**src/rtl/majority_arbiter_pkg.sv**
```systemverilog
// ============================================================================
// majority_arbiter_pkg : shared FSM states and sizing helpers
// Revision 1.0
// ============================================================================
`default_nettype none

package majority_arbiter_pkg;

  typedef enum logic [1:0] {
    IDLE = 2'd0,
    EVAL = 2'd1,
    RESP = 2'd2
  } state_e;

  // Index width for r requesters, never narrower than one bit.
  function automatic int id_width(input int r);
    return (r > 2) ? $clog2(r) : 1;
  endfunction

  localparam int DEFAULT_R = 4;
  localparam int ID_W      = id_width(DEFAULT_R);

endpackage

`default_nettype wire

```
**src/rtl/majority.sv**
```systemverilog
// ============================================================================
// majority : combinational voter, y = 1 iff more than half of x is set
// Revision 1.0
// ============================================================================
`default_nettype none

module majority #(
  parameter int n = 8
) (
  input  logic [n-1:0] x,
  output logic         y
);

  // Even-width ties fall to 0 because the comparison is strict.
  assign y = ($countones(x) > (n / 2));

endmodule

`default_nettype wire

```
**src/rtl/majority_arbiter_rr_arbiter.sv**
```systemverilog
// ============================================================================
// rr_arbiter : first set request at or above ptr, wrapping modulo R
// Revision 1.0
// ============================================================================
`default_nettype none

module rr_arbiter
  import majority_arbiter_pkg::*;
#(
  parameter int R   = 4,
  parameter int IDW = id_width(R)
) (
  input  logic [R-1:0]   req_i,
  input  logic [IDW-1:0] ptr_i,
  output logic [R-1:0]   gnt_o,
  output logic [IDW-1:0] idx_o,
  output logic           valid_o
);

  logic [IDW-1:0] cand;

  always_comb begin
    gnt_o   = '0;
    idx_o   = '0;
    valid_o = 1'b0;
    cand    = '0;
    for (int k = 0; k < R; k++) begin
      cand = IDW'((int'(ptr_i) + k) % R);
      if (!valid_o && req_i[cand]) begin
        valid_o     = 1'b1;
        gnt_o[cand] = 1'b1;
        idx_o       = cand;
      end
    end
  end

endmodule

`default_nettype wire

```
**src/rtl/majority_arbiter.sv**
```systemverilog
// ============================================================================
// majority_arbiter : round-robin sharing of one majority voter among R agents
// Revision 1.0
// ============================================================================
`default_nettype none

module majority_arbiter
  import majority_arbiter_pkg::*;
#(
  parameter  int N   = 8,
  parameter  int R   = 4,
  localparam int IDW = id_width(R)
) (
  input  logic           clk,
  input  logic           rst,
  input  logic [R-1:0]   req_i,
  input  logic [R*N-1:0] vec_i,
  output logic [R-1:0]   ack_o,
  output logic           res_valid_o,
  output logic           res_o,
  output logic [IDW-1:0] res_id_o,
  output logic           busy_o
);

  state_e         state_q, state_d;
  logic [IDW-1:0] ptr_q, ptr_d;
  logic [IDW-1:0] g_q, g_d;
  logic [N-1:0]   x_q, x_d;
  logic           y_q, y_d;
  logic [R-1:0]   ack_q, ack_d;
  logic           res_valid_q, res_valid_d;
  logic [IDW-1:0] res_id_q, res_id_d;

  logic [R-1:0]   gnt;
  logic [IDW-1:0] gnt_idx;
  logic           gnt_valid;
  logic [N-1:0]   masked [R];
  logic [N-1:0]   sel_vec;
  logic           maj_y;

  rr_arbiter #(
    .R   (R),
    .IDW (IDW)
  ) u_rr (
    .req_i   (req_i),
    .ptr_i   (ptr_q),
    .gnt_o   (gnt),
    .idx_o   (gnt_idx),
    .valid_o (gnt_valid)
  );

  // One-hot grant steers the winning vector through an AND-OR mux.
  for (genvar i = 0; i < R; i++) begin : g_mask
    assign masked[i] = vec_i[i*N +: N] & {N{gnt[i]}};
  end

  always_comb begin
    sel_vec = '0;
    for (int i = 0; i < R; i++) begin
      sel_vec = sel_vec | masked[i];
    end
  end

  majority #(
    .n (N)
  ) u_majority (
    .x (x_q),
    .y (maj_y)
  );

  always_comb begin
    state_d     = state_q;
    ptr_d       = ptr_q;
    g_d         = g_q;
    x_d         = x_q;
    y_d         = y_q;
    ack_d       = '0;
    res_valid_d = 1'b0;
    res_id_d    = '0;
    case (state_q)
      IDLE: begin
        if (gnt_valid) begin
          x_d     = sel_vec;
          g_d     = gnt_idx;
          state_d = EVAL;
        end
      end
      EVAL: begin
        // Response fields are loaded here so they appear registered in RESP.
        y_d         = maj_y;
        ack_d       = R'(1) << g_q;
        res_valid_d = 1'b1;
        res_id_d    = g_q;
        state_d     = RESP;
      end
      RESP: begin
        ptr_d   = (g_q == IDW'(R - 1)) ? '0 : g_q + IDW'(1);
        state_d = IDLE;
      end
      default: state_d = IDLE;
    endcase
  end

  always_ff @(posedge clk) begin
    if (rst) begin
      state_q     <= IDLE;
      ptr_q       <= '0;
      g_q         <= '0;
      x_q         <= '0;
      y_q         <= 1'b0;
      ack_q       <= '0;
      res_valid_q <= 1'b0;
      res_id_q    <= '0;
    end else begin
      state_q     <= state_d;
      ptr_q       <= ptr_d;
      g_q         <= g_d;
      x_q         <= x_d;
      y_q         <= y_d;
      ack_q       <= ack_d;
      res_valid_q <= res_valid_d;
      res_id_q    <= res_id_d;
    end
  end

  assign ack_o       = ack_q;
  assign res_valid_o = res_valid_q;
  assign res_o       = y_q & res_valid_q;
  assign res_id_o    = res_id_q;
  assign busy_o      = (state_q != IDLE);

endmodule

`default_nettype wire
```
**config.mk**
```make
export PLATFORM = sky130hd
export DESIGN_NAME = majority_arbiter
export DESIGN_NICKNAME = d
export VERILOG_FILES = /design/src/rtl/majority_arbiter_pkg.sv /design/src/rtl/majority.sv /design/src/rtl/majority_arbiter_rr_arbiter.sv /design/src/rtl/majority_arbiter.sv
export SDC_FILE = /design/constraint.sdc
export NUM_CORES = 1
export LEC_CHECK = 0
export ABC_CLOCK_PERIOD_IN_PS = 4900
export CORE_MARGIN = 8
export CORE_UTILIZATION = 54
export CTS_BUF_LIST = sky130_fd_sc_hd__clkbuf_2
export DETAILED_ROUTE_END_ITERATION = 8
export PLACE_DENSITY_LB_ADDON = 0.08
export SYNTH_ARGS = -nofsm -noshare
export SYNTH_HDL_FRONTEND = slang
export SYNTH_SLANG_ARGS = --single-unit
export TNS_END_PERCENT = 20
```
**constraint.sdc**
```tcl
create_clock -name clk -period 4.9 [get_ports clk]
set_input_delay 0.98 -clock clk [delete_from_list [all_inputs] [get_ports clk]]
set_output_delay 0.98 -clock clk [all_outputs]
set_load 0.01 [all_outputs]
```
### Word-level counts from Yosys, hierarchy flattened

Index checks and enable logic that the tools add are counted.

* register bits after elaboration: 22
* output and inout port bits: 9

* add/sub/neg operators: 11
* $lt $le $gt $ge: 9
* equal/unequal tests: 4
* shift operators: 1
* mux-type cells: 32
* bitwise gates (word level): 12
* reduce and logical (&&, ||, !) cells: 14

Operators with widths (count)
* adder 32 bit: 3
* bitwise AND 8 bit: 4
* greater-than comparator 32 x 4 -> 1 bit, second input constant: 1
* OR 8 bit: 3
* two-way mux 4 bit: 4
* two-way mux 1 bit: 13
* less-than comparator 2 x 3 -> 1 bit, second input constant: 4
* two-way mux 2 bit: 6
* OR 4 bit: 3
* adder 1 x 1 -> 2 bit: 4
* binary-select mux 1 bit (select 2 bit): 4
* demux 1 bit (select 2 bit): 4
* greater-or-equal comparator 2 x 1 -> 1 bit, second input constant: 4
* logical AND 1 bit: 7
* adder 2 x 1 -> 2 bit, second input constant: 2
* adder 2 bit, second input constant: 2
* == test 2 bit, second input constant: 2
* case mux 2 bit (2 select lines): 1
* << shifter 1 x 2 -> 4 bit, first input constant: 1
* logical NOT 1 bit: 3
* == test 2 x 1 -> 1 bit, second input constant: 1
* logical NOT 2 bit: 1
* inequality test 2 bit, second input constant: 1
* AND reduction 2 bit: 1
* 4 further kinds: 4

### Depth between registers and ports, before layout

Gate-level depths: netlist of run 1.

* depth in word-level cells: 16
* gate-level depth with buffers: 12
* gate-level depth less buffers: 10

### Cells and area by module

Synthesis of run 1 repeated with hierarchy kept, for this count alone.

* cells, all modules: 147
* area total of the unflattened synthesis: 1492.7 µm²

Modules (own cells, without submodules)
* majority_arbiter: instances 1, cells each 87, area an instance 887.1 µm², sequential area each 440.4 µm²
* rr_arbiter: instances 1, cells each 45, area an instance 421.7 µm², sequential area each 0.0 µm²
* majority: instances 1, cells each 15, area an instance 183.9 µm², sequential area each 0.0 µm²

### Worst setup path after synthesis of run 1

No wires, ideal clock.

* path type: reg-to-reg
* start: register ptr_q[0]
* end: register x_q[4]
* data arrival time: 3.041 ns
* setup slack: 1.725 ns
* cell stages (with the launch flop): 12
* path buffers: 3
* clock period less this slack: 3.175 ns
* cells stage by stage: dfxtp_1 -> buf_6 -> clkbuf_1 -> inv_1 -> ha_1 -> clkbuf_1 -> mux2_2 -> and3_1 -> a2111oi_0 -> o22ai_4 -> nand2_1 -> a311oi_1

* longest elaborated chain between the ends: 16

Ends and longest elaborated chain
* start, declared: RTL line majority_arbiter.sv:26 `logic [IDW-1:0] ptr_q, ptr_d;`
* start signal, assigned: RTL line majority_arbiter.sv:116 `ptr_q <= ptr_d;`
* parallel branches: the longest is 16 deep, another holds less-than comparator 2 x 3 -> 1 bit
* end signal, assigned: RTL line majority_arbiter.sv:109 `x_q <= '0;`
* end signal, assigned: RTL line majority_arbiter.sv:118 `x_q <= x_d;`
* end, declared: RTL line majority_arbiter.sv:28 `logic [N-1:0] x_q, x_d;`

Parallel ways; which one is timed is not known. The select of a mux whose other input is x is not followed.
A chain may end at the register's enable or synchronous reset.

### Worst setup path after layout of run 1

* start: register ptr_q[0]
* end: register x_q[5]

The elaborated chain is that of the path after synthesis.

==> flow_summary_export.csv, run 1 <==
group,metric,value,unit
sta,setup-tns-final,0,ps
yosys,post_synth_instance_area,1760,um2
sta,maxClockFrequency,0.2812,GHz
layout,final_core_util,73.29,%
critical_path,cp-end-kind,"flop",
critical_path,cell_class_contributing_the_biggest_share_of_worst_path_delay,"compound AO/OA/AOI/OAI gates",
routing,detailedRoute.firstPassIterationCount,4,
cts,cts.reportedPaths.clkPinSlew,220,ps
run,cap_viol_max_count,0,
place,place.detailed.instances,279,
place,place.gp.congestion,0.9621,
hold_path,worst_hold_path_type,"flop to flop",
global_routing,first_global_vias,1643,
critical_path,worstPathArrival,3800,ps
yosys,synth_unique_cells,38,
yosys,syn-num-nets,258,
cts,cts_setup_buffers,0,
critical_path,worst-path-buf-inv,1,
critical_path,critPathSlowestCell,"dfxtp_1",
global_routing,globalRoute.totalOverflow,0,
power_and_ir_drop,power_report.internal_total,395.0,uW
yosys,syn-mean-instance-area,8.758,um2
global_routing,grt_max_degree,24,
routing,viasPerCell,5.866,
critical_path,worst_setup_path_start_kind,"flop",
layout,n_antenna_cell,0,
sta,final_min_period_over_clock_period,72.58,%
floorplanning,design.die.area,5343,um2
power_and_ir_drop,report.power.total,604.4,uW
routing,detail_route.iter0.violations,107,
cts,clock_latency,340,ps
global_routing,grt_antenna_before_repair,0,
cts,cts_buffers,3,
yosys,async_flop_share,0,%
critical_path,crit_chain,"inv_1 > ha_1 > mux2_2 > and3_1 > a2111oi_0 > o22ai_4 > nand2_1 > a311oi_1",
cts,ctsHtreeMaxLevel,1,
critical_path,worst_path_largest_cell_delay,890,ps
cts,tritoncts,"done",
floorplanning,core_footprint,3078,um2
yosys,netlist.area_leader.share,25.02,%
floorplanning,die_x,73.10,um
layout,layout-drive-gt1-share,7.531,%
routing,top_layer_used,"met4",
layout,final_net_count,297,
place,hpwl,3599,um
floorplanning,fp.dieH,73.10,um
layout,syn_to_final_growth,28.14,%
power_and_ir_drop,share_comb_of_total_power,42.1,%
yosys,yosys_warnings,0,
routing,post_drt_wl_per_cell,15.75,um
critical_path,criticalPathCategory,"flop to flop",
yosys,synthTopCellsByCount,"nor2_1 (23), dfxtp_1 (22), inv_1 (18)",
critical_path,timing.critical_path.required,5140,ps
sta,final_period_minus_worst_setup_slack,3557,ps
power_and_ir_drop,switching_share,34.65,%
place,port_buffers,46,
critical_path,worst-path-max-fanout,23,
yosys,synth_top_cells_by_area,"dfxtp_1 (25%), ha_1 (11%), a221oi_1 (6.0%), mux4_2 (5.1%), nor2_1 (4.9%)",
cts,numClockSinks,22,
yosys,synth_edf_count,0,
power_and_ir_drop,total_leakage_power,0.8726,nW
routing,post-route-drc-count,0,
cts,resized_gates_after_cts,0,
yosys,synth_top_area_cell,"dfxtp_1",
floorplanning,rows,20,
power_and_ir_drop,p_clk_share,21.2,%
sta,tightest_slew,825.6,ps
sta,finClkSkew,8.736,ps
routing,met1Wirelength,1761,um
floorplanning,io_pins,47,
routing,drt.antenna.violating_nets,0,
routing,route.met3.wl,290,um
yosys,post-synth-top-count-cell,"nor2_1",
power_and_ir_drop,p_switching,209.4,uW
yosys,synth_seq_area_share,25.02,%
power_and_ir_drop,power_density,267.9,nW/um2
yosys,ys_ff_latch,22,
sta,timing.final.max_slew_violations,0,
power_and_ir_drop,worst_ir_drop_vdd,0.1399,mV
sta,finalHoldViolCount,0,
yosys,synth_cells,201,
layout,final-instance-count-excl-fill,283,
cts,clk_path_buf_depth,2,
power_and_ir_drop,power.share.sequential,36.7,%
sta,maxSlewHeadroom,43.53,%
routing,detailroute.via_count,1660,
global_routing,first_pass_grt_wire_length,7162,um
routing,routed_wl,4458,um
sta,rsz0062_at_grt,"false",
routing,met2_length,2352,um
cts,cts.root.buffer_cell,"clkbuf_2",
cts,cts.hold.buffers_added,0,
outcome,run_status,"completed",
sta,final-setup-viol-count,0,
global_routing,grt.total_usage,16.72,%
yosys,ys.flop_type,"dfxtp_1",
layout,layout.filler_cells,249,
floorplanning,initial_utilization,57.20,%
==> state kept, by name (all words and copies together), names as in the netlist <==
name	count
x_q	8
ack_o	4
g_q	2
ptr_q	2
res_id_o	2
state_q	2
res_valid_o	1
y_q	1
==> power groups by stage <==
stage	Clock [mW]	Sequential (mW)	Combinational (mW)
after detailed placement	0	0.226	0.256
after global routing	0.136	0.225	0.286
after global placement	0	0.225	0.241
after floorplan	0	0.217	0.177
final	0.128	0.222	0.254
after CTS	0.128	0.222	0.258
==> cells by family after synthesis <==
family          synth area share [%]
flops                          25.02
fa+ha+maj                      15.21
simple gates                   18.26
mux                            9.311
compound gates                 24.66
buf+inv                        7.533
==> final timing paths <==
check                   from          end  slack, ps  depth (start not counted)
setup / recovery    ptr_q[0]       x_q[5]       1340                          8
setup reg to reg    ptr_q[0]       x_q[5]       1340                          8
hold / removal    state_q[1]  res_valid_o        520                          1
hold reg to reg   state_q[1]  res_valid_o        520                          1
==> placed cells by master (no fill, tap or decap) <==
master	Yosys	routed
nor2b_1	4	4
o311a_1	1	1
or2_2	2	2
a21oi_1	14	14
o32ai_1	1	1
nand2b_4	1	1
a221oi_1	12	12
or2_1	1	1
o21ai_0	2	2
and4b_1	1	1
bufinv_16	0	1
nor3b_1	3	3
nor2_1	23	23
nand2_1	14	14
mux2i_1	4	4
inv_1	18	18
mux4_2	4	4
and2b_1	2	2
dfxtp_1	22	22
and2_1	3	3
clkbuf_2	0	3
ha_1	15	15
o211ai_1	1	1
a2111oi_0	1	1
a31o_2	1	1
a21boi_0	1	1
o22ai_1	2	2
a221oi_2	1	1
nor3_1	3	3
mux2_2	3	3
fa_1	4	4
nand2b_1	3	3
clkdlybuf4s50_1	0	46
or3_1	2	2
and3_1	2	2
a311oi_1	8	8
o22ai_4	2	2
a22oi_1	8	8
==> final cells by class <==
type | count | area (um2) | share of cell area (%)
Clock inverter | 1 | 30.03 | 1.331
Sequential cell | 22 | 440.4 | 19.52
Clock buffer | 3 | 15.01 | 0.6656
Timing Repair Buffer | 46 | 460.4 | 20.41
Multi-Input combinational cell | 149 | 1187 | 52.63
Tap cell | 44 | 55.05 | 2.440
Inverter | 18 | 67.56 | 2.995
==> layer usage <==
metal,track usage (%),vias to the layer above
met5,0,-
met4,7.556,0
met3,3.159,5
met2,30.59,58
met1,17.97,784
li1,-,813
==> per-stage QoR <==
step                      cell area [um2]  hold slack [ps]  worst slack (ps)
after floorplan                      1760            450.8              1725
after global placement               2211            480.3              1472
after detailed placement             2211            493.6              1346
after CTS                            2256            517.0              1311
after global routing                 2256            540.5              1050
final                                2256            515.6              1343
(Power assumes the default switching activity.)
==> run 2, diff against run 1 <==
--- a/config.mk
+++ b/config.mk
@@ -5,9 +5,9 @@
 export SDC_FILE = /design/constraint.sdc
 export NUM_CORES = 1
 export LEC_CHECK = 0
-export ABC_CLOCK_PERIOD_IN_PS = 4900
+export ABC_CLOCK_PERIOD_IN_PS = 3350
 export CORE_MARGIN = 8
-export CORE_UTILIZATION = 54
+export CORE_UTILIZATION = 50
 export CTS_BUF_LIST = sky130_fd_sc_hd__clkbuf_2
 export DETAILED_ROUTE_END_ITERATION = 8
 export PLACE_DENSITY_LB_ADDON = 0.08
==> constraint.sdc (replaced) <==
create_clock -name clk -period 3.35 [get_ports clk]
set_input_delay 0.67 -clock clk [delete_from_list [all_inputs] [get_ports clk]]
set_output_delay 0.67 -clock clk [all_outputs]
set_load 0.01 [all_outputs]
==> run 2 against run 1 <==
  * Cell area hardly changed
  * Global-route usage fell by 0.35 points
  * Sequential share of layout area about the same
  * Non-clock buffer count up 3
  * Setup slack worse by 910 ps
  * Clock skew down 6.8 ps
  * Via count is 0.60% lower
  * Die area is 6.2% higher
  * Cell count rose by 1.8%
  * Critical path depth shrank 1
  * Critical endpoint is now x_q[4]
  * First-iteration DRC count down 3.7%
  * Worst hold slack improved by 5.9 ps
==> flow_summary_export.csv, run 2 (synthesized netlist as in run 1, its figures left out) <==
group,metric,value,unit
cts,numClockSinks,22,
cts,clk_path_buf_depth,2,
layout,largest_reg_flops,8,
critical_path,timing.critical_path.required,3580,ps
critical_path,worst_setup_path_start_kind,"input port",
routing,routed_wl,4373,um
critical_path,register_to_register_path_depth,10,
outcome,run_status,"completed",
cts,resized_gates_after_cts,0,
sta,maxClockFrequency,0.3432,GHz
floorplanning,rows,21,
floorplanning,die_x,75.34,um
layout,most-common-layout-cells,"clkdlybuf4s50_1 (46), nor2_1 (23), dfxtp_1 (22)",
power_and_ir_drop,total_leakage_power,0.8757,nW
critical_path,crit_chain,"clkdlybuf4s50_1 > mux4_2 > and2b_1 > a221oi_1 > a21oi_1 > a221oi_1 > a311oi_1",
sta,final_period_minus_worst_setup_slack,2914,ps
power_and_ir_drop,power_density,353.8,nW/um2
layout,multiInputGateArea,1187,um2
floorplanning,core_footprint,3363,um2
global_routing,grt.total_usage,16.37,%
routing,detail_route.iter0.violations,103,
hold_path,min-delay-start,"g_q[1]",
sta,final_min_period_over_clock_period,86.97,%
critical_path,critical_path.most_common_cell,"a221oi_1",
sta,final-setup-viol-count,0,
place,port_buffers,46,
critical_path,critPathSlowestCell,"mux4_2",
critical_path,setup.reg_to_reg.worst_slack,560,ps
layout,layout-drive-gt1-share,8.264,%
layout,largest-register,"x_q",
layout,ff_latch_area,440.4,um2
cts,cts_buffers,3,
routing,post-route-drc-count,0,
power_and_ir_drop,worst_ir_drop_vdd,0.1224,mV
place,place.gp.congestion,0.8985,
global_routing,globalRoute.totalOverflow,0,
layout,final_net_count,300,
critical_path,timing.rr.start,"x_q[0]",
place,place_ws,82.30,ps
sta,postLayoutSetupSlackWorst,436.4,ps
floorplanning,fp.dieH,75.34,um
cts,cts.root.buffer_cell,"clkbuf_2",
cts,cts_setup_buffers,0,
sta,setup-tns-final,0,ps
cts,clock_latency,320,ps
sta,maxSlewHeadroom,58.28,%
place,hpwl,3643,um
layout,syn_to_final_growth,28.07,%
critical_path,criticalPathCategory,"input port to flop",
critical_path,cp-end-kind,"flop",
floorplanning,initial_utilization,52.34,%
global_routing,grt_max_degree,23,
sta,timing.final.max_slew_violations,0,
hold_path,timing.hold.worst_path_depth,1,
sta,finClkSkew,1.888,ps
global_routing,first_global_vias,1725,
cts,cts.reportedPaths.clkPinSlew,190,ps
layout,fin_area,2255,um2
floorplanning,io_pins,47,
run,cap_viol_max_count,0,
cts,ctsHtreeMaxLevel,1,
place,postPlaceCellArea,2236,um2
routing,post_drt_wl_per_cell,15.18,um
routing,viasPerCell,5.729,
cts,cts.hold.buffers_added,0,
sta,tightest_slew,623.5,ps
routing,detailedRoute.firstPassIterationCount,4,
critical_path,worstPathArrival,3150,ps
floorplanning,design.die.area,5675,um2
global_routing,first_pass_grt_wire_length,7417,um
routing,detailroute.via_count,1650,
hold_path,min_to,"ack_o[1]",
routing,drt.antenna.violating_nets,0,
layout,final-instance-count-excl-fill,288,
hold_path,worst_hold_path_type,"flop to flop",
cts,tritoncts,"done",
layout,n_antenna_cell,0,
sta,rsz0062_at_grt,"false",
critical_path,worst-path-max-fanout,8,
critical_path,timing.rr.end,"y_q",
place,place.detailed.instances,284,
global_routing,grt_antenna_before_repair,0,
layout,layout_commonest_cell,"clkdlybuf4s50_1",
critical_path,worst_path_largest_cell_delay,600,ps
layout,layout.filler_cells,274,
sta,finalHoldViolCount,0,
[run 2: metrics by stage]
stage	util, %	power, mW	hold slack [ps]
finish	67.04	0.7978	521.5
CTS	67.04	0.8048	522.4
global placement	66.48	0.6838	478.2
detailed placement	66.48	0.7040	481.3
floorplan	-	0.5765	450.8
global route	67.04	0.8743	566.2
[run 2: critical path: cells and delay by family]
family / cells / cell delay, ps
AO/OA/AOI/OAI: 4 / 1050
buffers and inverters: 1 / 540
multiplexers: 1 / 600
AND/OR/NAND/NOR: 1 / 270
[run 2: final cells by class]
class                           instances  share of cell area (%)
Tap cell                               46                   2.553
Timing Repair Buffer                   49                   21.42
Inverter                               18                   2.997
Clock inverter                          1                  0.1665
Multi-Input combinational cell        149                   52.66
Sequential cell                        22                   19.53
Clock buffer                            3                  0.6659
[run 2: where the power goes]
part | leakage (nW) | internal, mW | switching [mW]
logic | 0.681 | 0.185 | 0.198
registers | 0.181 | 0.293 | 0.0197
clock network | 0.0140 | 0.0260 | 0.0767
[run 2: per-layer routing]
metal / global-route usage, % / part of all wire (%) / routed length [um] / up-vias
li1: - / - / - / 819
met1: 21.19 / 47 / 2039 / 761
met2: 27.13 / 46 / 2028 / 66
met3: 2.763 / 5.9 / 260 / 4
met4: 4.691 / 1.0 / 44 / 0
met5: 0 / 0 / 0 / -
[run 2: worst max path at each step]
stage | from | to | slack [ps] | depth (start not counted)
floorplan | ptr_q[0] | x_q[4] | 180 | 11
global placement | req_i[3] | x_q[2] | 300 | 7
detailed placement | req_i[3] | x_q[4] | 80 | 7
CTS | req_i[3] | x_q[4] | 440 | 7
global route | req_i[3] | x_q[7] | 270 | 7
finish | req_i[2] | x_q[4] | 440 | 7
==> RTL edit (flow settings as in run 1) <==
The parameter `N` goes from 8 to 7.
--- a/src/rtl/majority_arbiter.sv
+++ b/src/rtl/majority_arbiter.sv
@@ -9,3 +9,3 @@
 #(
-  parameter  int N   = 8,
+  parameter  int N   = 7,
   parameter  int R   = 4,
Ports: changed (resized vec_i); port bits go from 47 to 43. The function was not compared with the original's and may differ.
==> RTL edit against run 1 <==
  * Power down 12%
  * Critical path type unchanged
  * Via count up 9.0%
  * Synthesized area up 4.0%
  * Clock skew up 2.8 ps
  * Critical endpoint is now x_q[0]
  * Sequential cell count down 1
  * Cell area down 1.8%
  * Setup slack worse by 64 ps
  * Routed wire length up 12%
==> RTL edit: results (changes against run 1) <==
[detailed_routing]
wl_met2_mm = 2.41  ; +2.4%
drt_iter0_markers = 212  ; +98%
wire_per_inst_um = 17.6  ; +12%
met1_length_mm = 2.13  ; +21%
via_per_inst = 6.37  ; +8.6%

[global_route]
grt_start_max_net_pins = 27  ; +13%
grt_pass1_vias = 1673  ; +1.8%
grt_pass1_wl_mm = 8.18  ; +14%

[power]
p_leak_nw = 0.833  ; -4.6%
ir_worst_vdd_mv = 0.109  ; -22%

[placement]
port_buffers = 42  ; -8.7%
placed_area_um2 = 2190  ; -0.74%
dp_hpwl_mm = 3.89  ; +8.1%
pre_cts_ws_ps = 1370  ; +22.0 ps

[critical_path]
critPathMaxFanout = 26  ; +13%
cp_top_family = flip-flops
cp.arrival_ps = 3860  ; +60 ps
critPathMaxStageDelay_ps = 970  ; +80 ps

[synthesis]
synth.most_common_cell = dfxtp_1
synth_seq_cells = 21  ; -4.5%
synthTopCellsByArea = dfxtp_1 23%, ha_1 8.9%, mux4_2 4.9%
synth_fa_ha_area_frac = 0.111  ; -0.0414
ys_seq_area_frac = 0.230  ; -0.0205
synth.area.mux_share = 0.0889  ; -0.00425

[status]
status = finished clean

[finish]
largest_reg_flops = 7  ; -1
clock_cell_area_share = 0.00904  ; -0.0109
multi_input_area_share = 0.572  ; +0.0454
num-fill-cells = 274  ; +10%
num-nonclk-inverters = 8  ; -10
nNonClkBuffers = 42  ; -8.7%
drive_above_1_share = 0.126  ; +0.0507
seq_share = 0.190  ; -0.00540

[timing]
fin_skew_ps = 11.5  ; +2.80 ps

[clock_network]
clk-insertion-delay-late_ps = 320  ; -20 ps
clk_pin_slew_ps = 200  ; -20 ps

RTL edit: cell types whose count changed in the layout (fill, tap and decap cells not counted), sizes merged, moves of 7 or more:
cell and delta:
inv -10, a21oi -9, a22oi -7, a222oi +7, a221oi -11, a31oi +7
RTL edit: worst paths after layout:
| check | from | endpoint | slack, ps | cells after the start |
|---|---|---|---|---|
| worst max-delay path | ptr_q[0] | x_q[0] | 1280 | 7 |
| worst min-delay path | y_q | y_q | 510 | 2 |
| worst max register to register | ptr_q[0] | x_q[0] | 1280 | 7 |
| worst min register to register | y_q | y_q | 510 | 2 |
RTL edit: power by group:
part / leakage (nW) / switching [W] / internal (W) / total [W]
sequential: 0.172 / 0.0000186 / 0.000191 / 0.000209
combinational: 0.644 / 0.000128 / 0.000124 / 0.000252
clock: 0.0164 / 0.0000518 / 0.0000185 / 0.0000703
total: 0.833 / 0.000199 / 0.000333 / 0.000532
